$ cat src/rtl/alu_mc.sv
// Multi-cycle ALU with valid/ready handshakes, registered result and zero/neg/carry flags.
// Define ALU_MC_MUL_EN to build the iterative shift-add multiplier (op 011); otherwise 011 acts as pass A.
module alu_mc #(
  parameter int WIDTH = 32
) (
  input  logic             clk,
  input  logic             rst,
  input  logic             in_valid,
  output logic             in_ready,
  input  logic [WIDTH-1:0] in_a,
  input  logic [WIDTH-1:0] in_b,
  input  logic [2:0]       in_ctrl_aluop,
  output logic             out_valid,
  input  logic             out_ready,
  output logic [WIDTH-1:0] out_result,
  output logic             out_zero,
  output logic             out_neg,
  output logic             out_carry
);

  typedef enum logic [1:0] {IDLE, BUSY, DONE} state_t;
  state_t state;

  logic [WIDTH-1:0] res_c;
  logic [WIDTH:0]   ext_c;
  logic             carry_c;
  logic             hold_flags_c;
  logic             start_mul;

  assign in_ready = (state == IDLE);

  // Single-cycle datapath; ops that hold flags (111 and, without the multiplier, 011) fall to default.
  always_comb begin
    res_c        = in_a;
    ext_c        = '0;
    carry_c      = 1'b0;
    hold_flags_c = 1'b0;
    case (in_ctrl_aluop)
      3'b100: begin
        ext_c   = {1'b0, in_b} + {1'b0, in_a};
        res_c   = ext_c[WIDTH-1:0];
        carry_c = ext_c[WIDTH];
      end
      3'b010: begin
        ext_c   = {1'b0, in_a} + (WIDTH+1)'(1);
        res_c   = ext_c[WIDTH-1:0];
        carry_c = ext_c[WIDTH];
      end
      3'b001: begin
        res_c   = -in_a;
        carry_c = |in_a;
      end
      3'b000: begin
        res_c   = in_b - in_a;
        carry_c = (in_a > in_b);
      end
      3'b101: res_c = in_a & in_b;
      3'b110: res_c = in_a | in_b;
      default: hold_flags_c = 1'b1;
    endcase
  end

`ifdef ALU_MC_MUL_EN
  localparam int CW = $clog2(WIDTH + 1);
  logic [CW-1:0]    count;
  logic [WIDTH-1:0] mcand;
  logic [WIDTH-1:0] mplier;
  logic [WIDTH-1:0] acc;
  logic [WIDTH-1:0] acc_next;

  assign start_mul = (in_ctrl_aluop == 3'b011);
  assign acc_next  = acc + (mplier[0] ? mcand : '0);
`else
  assign start_mul = 1'b0;
`endif

  always_ff @(posedge clk) begin
    if (rst) begin
      state      <= IDLE;
      out_valid  <= 1'b0;
      out_result <= '0;
      out_zero   <= 1'b0;
      out_neg    <= 1'b0;
      out_carry  <= 1'b0;
`ifdef ALU_MC_MUL_EN
      count      <= '0;
      mcand      <= '0;
      mplier     <= '0;
      acc        <= '0;
`endif
    end else begin
      case (state)
        IDLE: begin
          if (in_valid) begin
            if (start_mul) begin
`ifdef ALU_MC_MUL_EN
              mcand  <= in_a;
              mplier <= in_b;
              acc    <= '0;
              count  <= CW'(WIDTH);
              state  <= BUSY;
`endif
            end else begin
              out_result <= res_c;
              if (!hold_flags_c) begin
                out_zero  <= (res_c == '0);
                out_neg   <= res_c[WIDTH-1];
                out_carry <= carry_c;
              end
              out_valid <= 1'b1;
              state     <= DONE;
            end
          end
        end
`ifdef ALU_MC_MUL_EN
        BUSY: begin
          // One multiplier bit per cycle; the last bit's sum goes straight to the output.
          mcand  <= mcand << 1;
          mplier <= mplier >> 1;
          count  <= count - 1'b1;
          if (count == CW'(1)) begin
            out_result <= acc_next;
            out_zero   <= (acc_next == '0);
            out_neg    <= acc_next[WIDTH-1];
            out_carry  <= 1'b0;
            out_valid  <= 1'b1;
            state      <= DONE;
          end else begin
            acc <= acc_next;
          end
        end
`endif
        DONE: begin
          if (out_ready) begin
            out_valid <= 1'b0;
            state     <= IDLE;
          end
        end
        default: state <= IDLE;
      endcase
    end
  end

endmodule

$ cat config.mk
export PLATFORM = sky130hd
export DESIGN_NAME = alu_mc
export DESIGN_NICKNAME = d
export VERILOG_FILES = /design/src/rtl/alu_mc.sv
export SDC_FILE = /design/constraint.sdc
export NUM_CORES = 1
export LEC_CHECK = 0
export BUFFER_PORTS_ARGS = -buffer_cell sky130_fd_sc_hd__buf_2
export CAP_MARGIN = 20
export CORE_MARGIN = 10
export CORE_UTILIZATION = 33
export DETAILED_ROUTE_END_ITERATION = 16
export PLACE_DENSITY_LB_ADDON = 0.15
export SYNTH_ARGS = -nofsm -noshare
export SYNTH_HDL_FRONTEND = slang
export SYNTH_SLANG_ARGS = --single-unit
$ cat constraint.sdc
create_clock -name clk -period 4.8 [get_ports clk]
set_input_delay 0.96 -clock clk [delete_from_list [all_inputs] [get_ports clk]]
set_output_delay 0.96 -clock clk [all_outputs]
set_load 0.02 [all_outputs]
* Word-level counts from Yosys, hierarchy flattened
Index checks and enable logic that the tools add are counted.
** Cells by class
- Add/subtract/negate cells :: 4
- Multipliers :: 0
- Div/mod/pow operators :: 0
- $lt $le $gt $ge :: 1
- Equality and inequality tests :: 8
- Shift operators :: 0
- Mux-type cells :: 8
- Bitwise operators :: 2
- Reduce and logical (&&, ||, !) cells :: 10
** Operators with widths (count)
- $pmux W32 S6 :: 1
- $add A32 B1 Y33 const B :: 1
- $add A32 B32 Y33 :: 1
- $and A32 B32 Y32 :: 1
- $gt A32 B32 Y1 :: 1
- $logic_not A32 Y1 :: 1
- $neg A32 Y32 :: 1
- $or A32 B32 Y32 :: 1
- $reduce_or A32 Y1 :: 1
- $sub A32 B32 Y32 :: 1
- $eq A3 B3 Y1 const B :: 3
- $reduce_and A3 Y1 :: 2
- $reduce_or A6 Y1 :: 1
- $mux W2 :: 2
- $ne A2 B2 Y1 const B :: 2
- $pmux W1 S4 :: 1
- $pmux W2 S2 :: 1
- $reduce_and A2 Y1 :: 2
- $eq A3 B1 Y1 const B :: 1
- $eq A3 B2 Y1 const B :: 1
- $logic_not A3 Y1 :: 1
- $eq A2 B2 Y1 const B :: 1
- $logic_not A2 Y1 :: 1
- $mux W1 :: 2
- 2 further kinds :: 2
** Word-level totals
- Bits in registers :: 38
- Latch bits :: 0
- RAM bits :: 0
- ROM bits :: 0
- Input port bits :: 71
- Logic and storage cells :: 39
- Memories :: 0

* Longest topological paths before layout
- Word-level depth :: 3
- Mapped depth :: 16

* Least setup slack after synthesis
Ideal clock, no wire load.
- Path kind :: input port to flip-flop
- Start point :: input port in_a[7]
- End point :: register out_zero
- Setup time :: 59 ps
- Arrival time :: 4103 ps
- Slack :: 639 ps
- Stages on the path :: 15
- Path buffers :: 1
- Path through :: clkbuf_1 inv_1 ha_1 or3_1 nor4_1 a21boi_0 o21ai_0 a211o_1 a21oi_1 mux2i_1 a31oi_1 nor4_1 o211ai_1 and4b_1 a31o_1
** Between the ends
- Cells in the longest elaborated chain, start to end :: 3
- Elaborated cells on any way between the ends :: 8
- Those cells by class :: 4 x add/sub; 1 x mux; 2 x bitwise; 1 x reduce/logical
** RTL lines
- start, declared :: RTL line 10 : input logic [WIDTH-1:0] in_a,
- $sub A32 B32 Y32, or another cell as far along :: RTL line 54 : res_c = in_b - in_a;
- $pmux W32 S6 (*) :: RTL line 38 : case (in_ctrl_aluop)
- $logic_not A32 Y1 (*) :: RTL line 106 : out_zero <= (res_c == '0);
- end signal, assigned :: RTL line 106
- end, declared :: RTL line 16 : output logic out_zero,
Mark *: on every way between the ends. The rest lies on a longest branch, timed or not.
A chain may end at the register's enable or synchronous reset.

* Worst setup path after layout
- Start point :: input port in_a[8]
- End point :: register out_zero
Same word-level chain as after synthesis.

==> summary.txt <==
Worst path max stage delay: 430 ps
Top Ports: 108
R2r endpoint: out_zero$_SDFFE_PP0P_
Skew final: 2.34 ps
Switching pwr: 0.878 mW
Die W: 183 um
Total CTS buffers: 5
Vias in the first global route: 10,500
Flop2flop setup slack: 1940 ps
Vias per cell: 6.17
Comb pwr share: 62.4%
Avg WL per Cell: 24.8 um
Hold endpoint: out_result[31]$_SDFFE_PP0P_
H-tree depth: 2
Share of cells above drive strength 1: 19.5%
Final setup viols: 0
Area share of the largest cell type after synthesis: 15.0%
Synthesized flop and latch total: 36
Port Buffers: 107
Die Span Y: 183 um
Initial antenna violation count: 3
Global-route wire length before repair: 66,800 um
Reg2Reg Depth: 12
Largest net degree at the start of global routing: 37
Syn Inst Count: 1,332
Sw Share: 46.8%
CP dominant cell by count: nor4_1
Clock network latency to the later pin of the worst-skew pair: 280 ps
Max Slew Vio Count: 0
P per Cell Area: 177 nW/um^2
Via count: 11,300
Post-Synth XOR/XNOR Area: 3.20%
Nets: 1,670
Post-DP Area: 10,400 sq um
Core region area: 26,100 sq um
Setup ws final: 347 ps
Gp weighted congestion: 1.05
TritonCTS Sinks: 36
Seq/Total Area, Yosys: 8.22%
RSZ-0062 raised after global routing: no
Largest family of logic cells by synthesized area: compound AO/OA/AOI/OAI gates
Slowest CP cell: or3_1
Setup crit start kind: input port
Int Power: 0.996 mW
Reg2reg start: out_valid$_SDFFE_PP0P_
Worst Path Buf+Inv: 4
Pre-CTS WS: 129 ps
Status: completed
Peak supply drop: 0.000137 V
DR DRC count: 0
Routed Wire Length: 45,400 um
Final core occ: 40.5%
Fin. Hold Viols: 0
DRT Pass-1 Iters: 6
DP HPWL: 36,600 um
Period minus WS final: 4450 ps
Syn avg cell area: 6.58 sq um
WHS Path Cells: 2
Top cells by area, synth: ha_1 (15%), dfxtp_1 (8.2%), a21oi_1 (7.2%)
Non-filler cells, final: 1,829
Crit path kind: in -> reg
EDFF count, synth: 0
Clock Pin Slew Worst Setup and Hold Paths: 60 ps
Clk root buf: clkbuf_16
WHS: 457 ps
Max-cap violations: 0
Post-route cell area: 10,600 sq um
Crit-path cells: buf_2 > inv_1 > ha_1 > or3_1 > nor4_1 > a21boi_1 > o21ai_0 > buf_4 > a21oi_1 > o21ai_0 > nor4b_1 > nor4_1 > buf_4 > o2111ai_1 > nor4_1 > and4b_1 > a31o_1
Worst min-delay path class: reg -> reg
Max Root-Sink Buffers: 2
YS warnings: 0
Number of cell rows: 59
Ys flop type: dfxtp_1
Simple-gate share of the synthesized area: 27.5%
Initial drt markers: 1,419
Min-Delay Startpoint: out_result[31]$_SDFFE_PP0P_
Sequential share of power: 18.1%
Die area: 33,500 sq um
CP arrival: 4670 ps
Detail Route Antenna Nets: 0
Cell taking the most area after synthesis: ha_1
Syn_nets: 1,510
Initial Util: 33.5%
Post-synth top cells: nor2_1 (135), a21oi_1 (126), ha_1 (105)
Setup tns final: 0 ps
Total power: 1.87 mW
Slew margin rel.: 34.0%
Pleak: 4.67 nW
Total GRT Usage: 25.7%
Synth unique cells: 86
Worst EP required: 5020 ps
Top delay family on crit path: simple AND/OR/NAND/NOR gates
Clock power share: 19.5%
Fill cell count: 2,823
Synth Area in Adders: 15.4%
Post-synth ARST share: 0%
Compound-Gate Fraction of Synth Area: 34.9%
CP Capture Type: flip-flop
CP Max Fanout: 7
Proportion of synthesized area in mux cells: 1.87%
Worst Tran Pin Value: 988 ps
Total gr overflow: 0
Fmax: 225 MHz
Tcrit/Tclk final: 92.8%
Postcts setup bufs: 0
CTS tree: done
Most common cell in the netlist: nor2_1
Mapped Area: 8760 sq um
Placed insts: 1,820
Syn-to-layout area delta: 20.8%
## logic make-up after synthesis
logic type | Yosys count
AND/OR/NAND/NOR | 483
adder cells (fa/ha/maj) | 107
XOR/XNOR | 32
flip-flops | 36
buffers and inverters | 201
AO/OA/AOI/OAI | 458
multiplexers | 15
## routing by layer
| layer | vias up | share of wire [%] | global-route usage, % |
|---|---|---|---|
| met4 | 2 | 3.1 | 7.70 |
| met3 | 86 | 12 | 7.09 |
| met2 | 625 | 41 | 37.7 |
| li1 | 5243 | - | - |
| met1 | 5334 | 44 | 35.7 |
| met5 | - | 0.015 | 0 |
## worst max path at each step
stage	start	endpoint	slack (ps)	cells past startpoint
after global placement	in_a[8]	out_zero$_SDFFE_PP0P_	140	17
final	in_a[8]	out_zero$_SDFFE_PP0P_	350	17
after CTS	in_a[8]	out_zero$_SDFFE_PP0P_	400	17
after floorplan	in_a[7]	out_zero$_SDFFE_PP0P_	640	15
after global routing	in_a[8]	out_zero$_SDFFE_PP0P_	60	17
after detailed placement	in_a[8]	out_zero$_SDFFE_PP0P_	130	17
## repair_timing
| item | CTS | global route |
|---|---|---|
| hold buffers | 0 | 0 |
| endpoints found under the setup margin | 0 | 1 |
| gates resized for setup | 0 | 3 |
## registers in the layout (all words and copies together) (netlist names)
name / cells
out_result: 32
out_zero: 1
out_valid: 1
out_neg: 1
out_carry: 1
## cell type report
cell class / count / area, sq um / area share [%]
multi-input combinational: 1095 / 7280 / 68.7
timing repair buffer: 248 / 1610 / 15.2
sequential: 36 / 721 / 6.81
tap: 335 / 419 / 3.96
inverter: 106 / 398 / 3.76
clock buffer: 6 / 129 / 1.22
clock inverter: 2 / 35.0 / 0.331
antenna: 1 / 2.50 / 0.0236
## worst min-delay path, delay by kind of cell, from the launching register on
family	cells	cell delay (ps)
compound gates	1	50
flops	1	300
simple gates	1	50
## power groups by stage
stage	combinational, mW	clock [mW]	sequential (mW)
after global placement	1.14	0	0.345
after CTS	1.13	0.368	0.339
after global routing	1.26	0.378	0.342
final	1.17	0.366	0.339
after floorplan	0.640	0	0.374
after detailed placement	1.13	0	0.345
## cell usage in the layout, fill, tap and decap left out, types with 15 or more instances in the layout
cell,Yosys,final
o21a_1,15,15
a31oi_1,29,29
buf_4,0,140
dfxtp_1,36,36
buf_2,15,107
inv_1,104,104
o21bai_1,20,20
nand2_1,101,101
nor3_1,62,62
nand4_1,24,24
xnor2_1,29,29
o21ai_0,81,80
a211oi_1,22,22
a21oi_1,126,126
nor4_1,26,25
ha_1,105,104
nor2b_1,17,16
nor2_1,135,135
nand3_1,41,41
No activity file was read; power rests on OpenSTA's default activity.
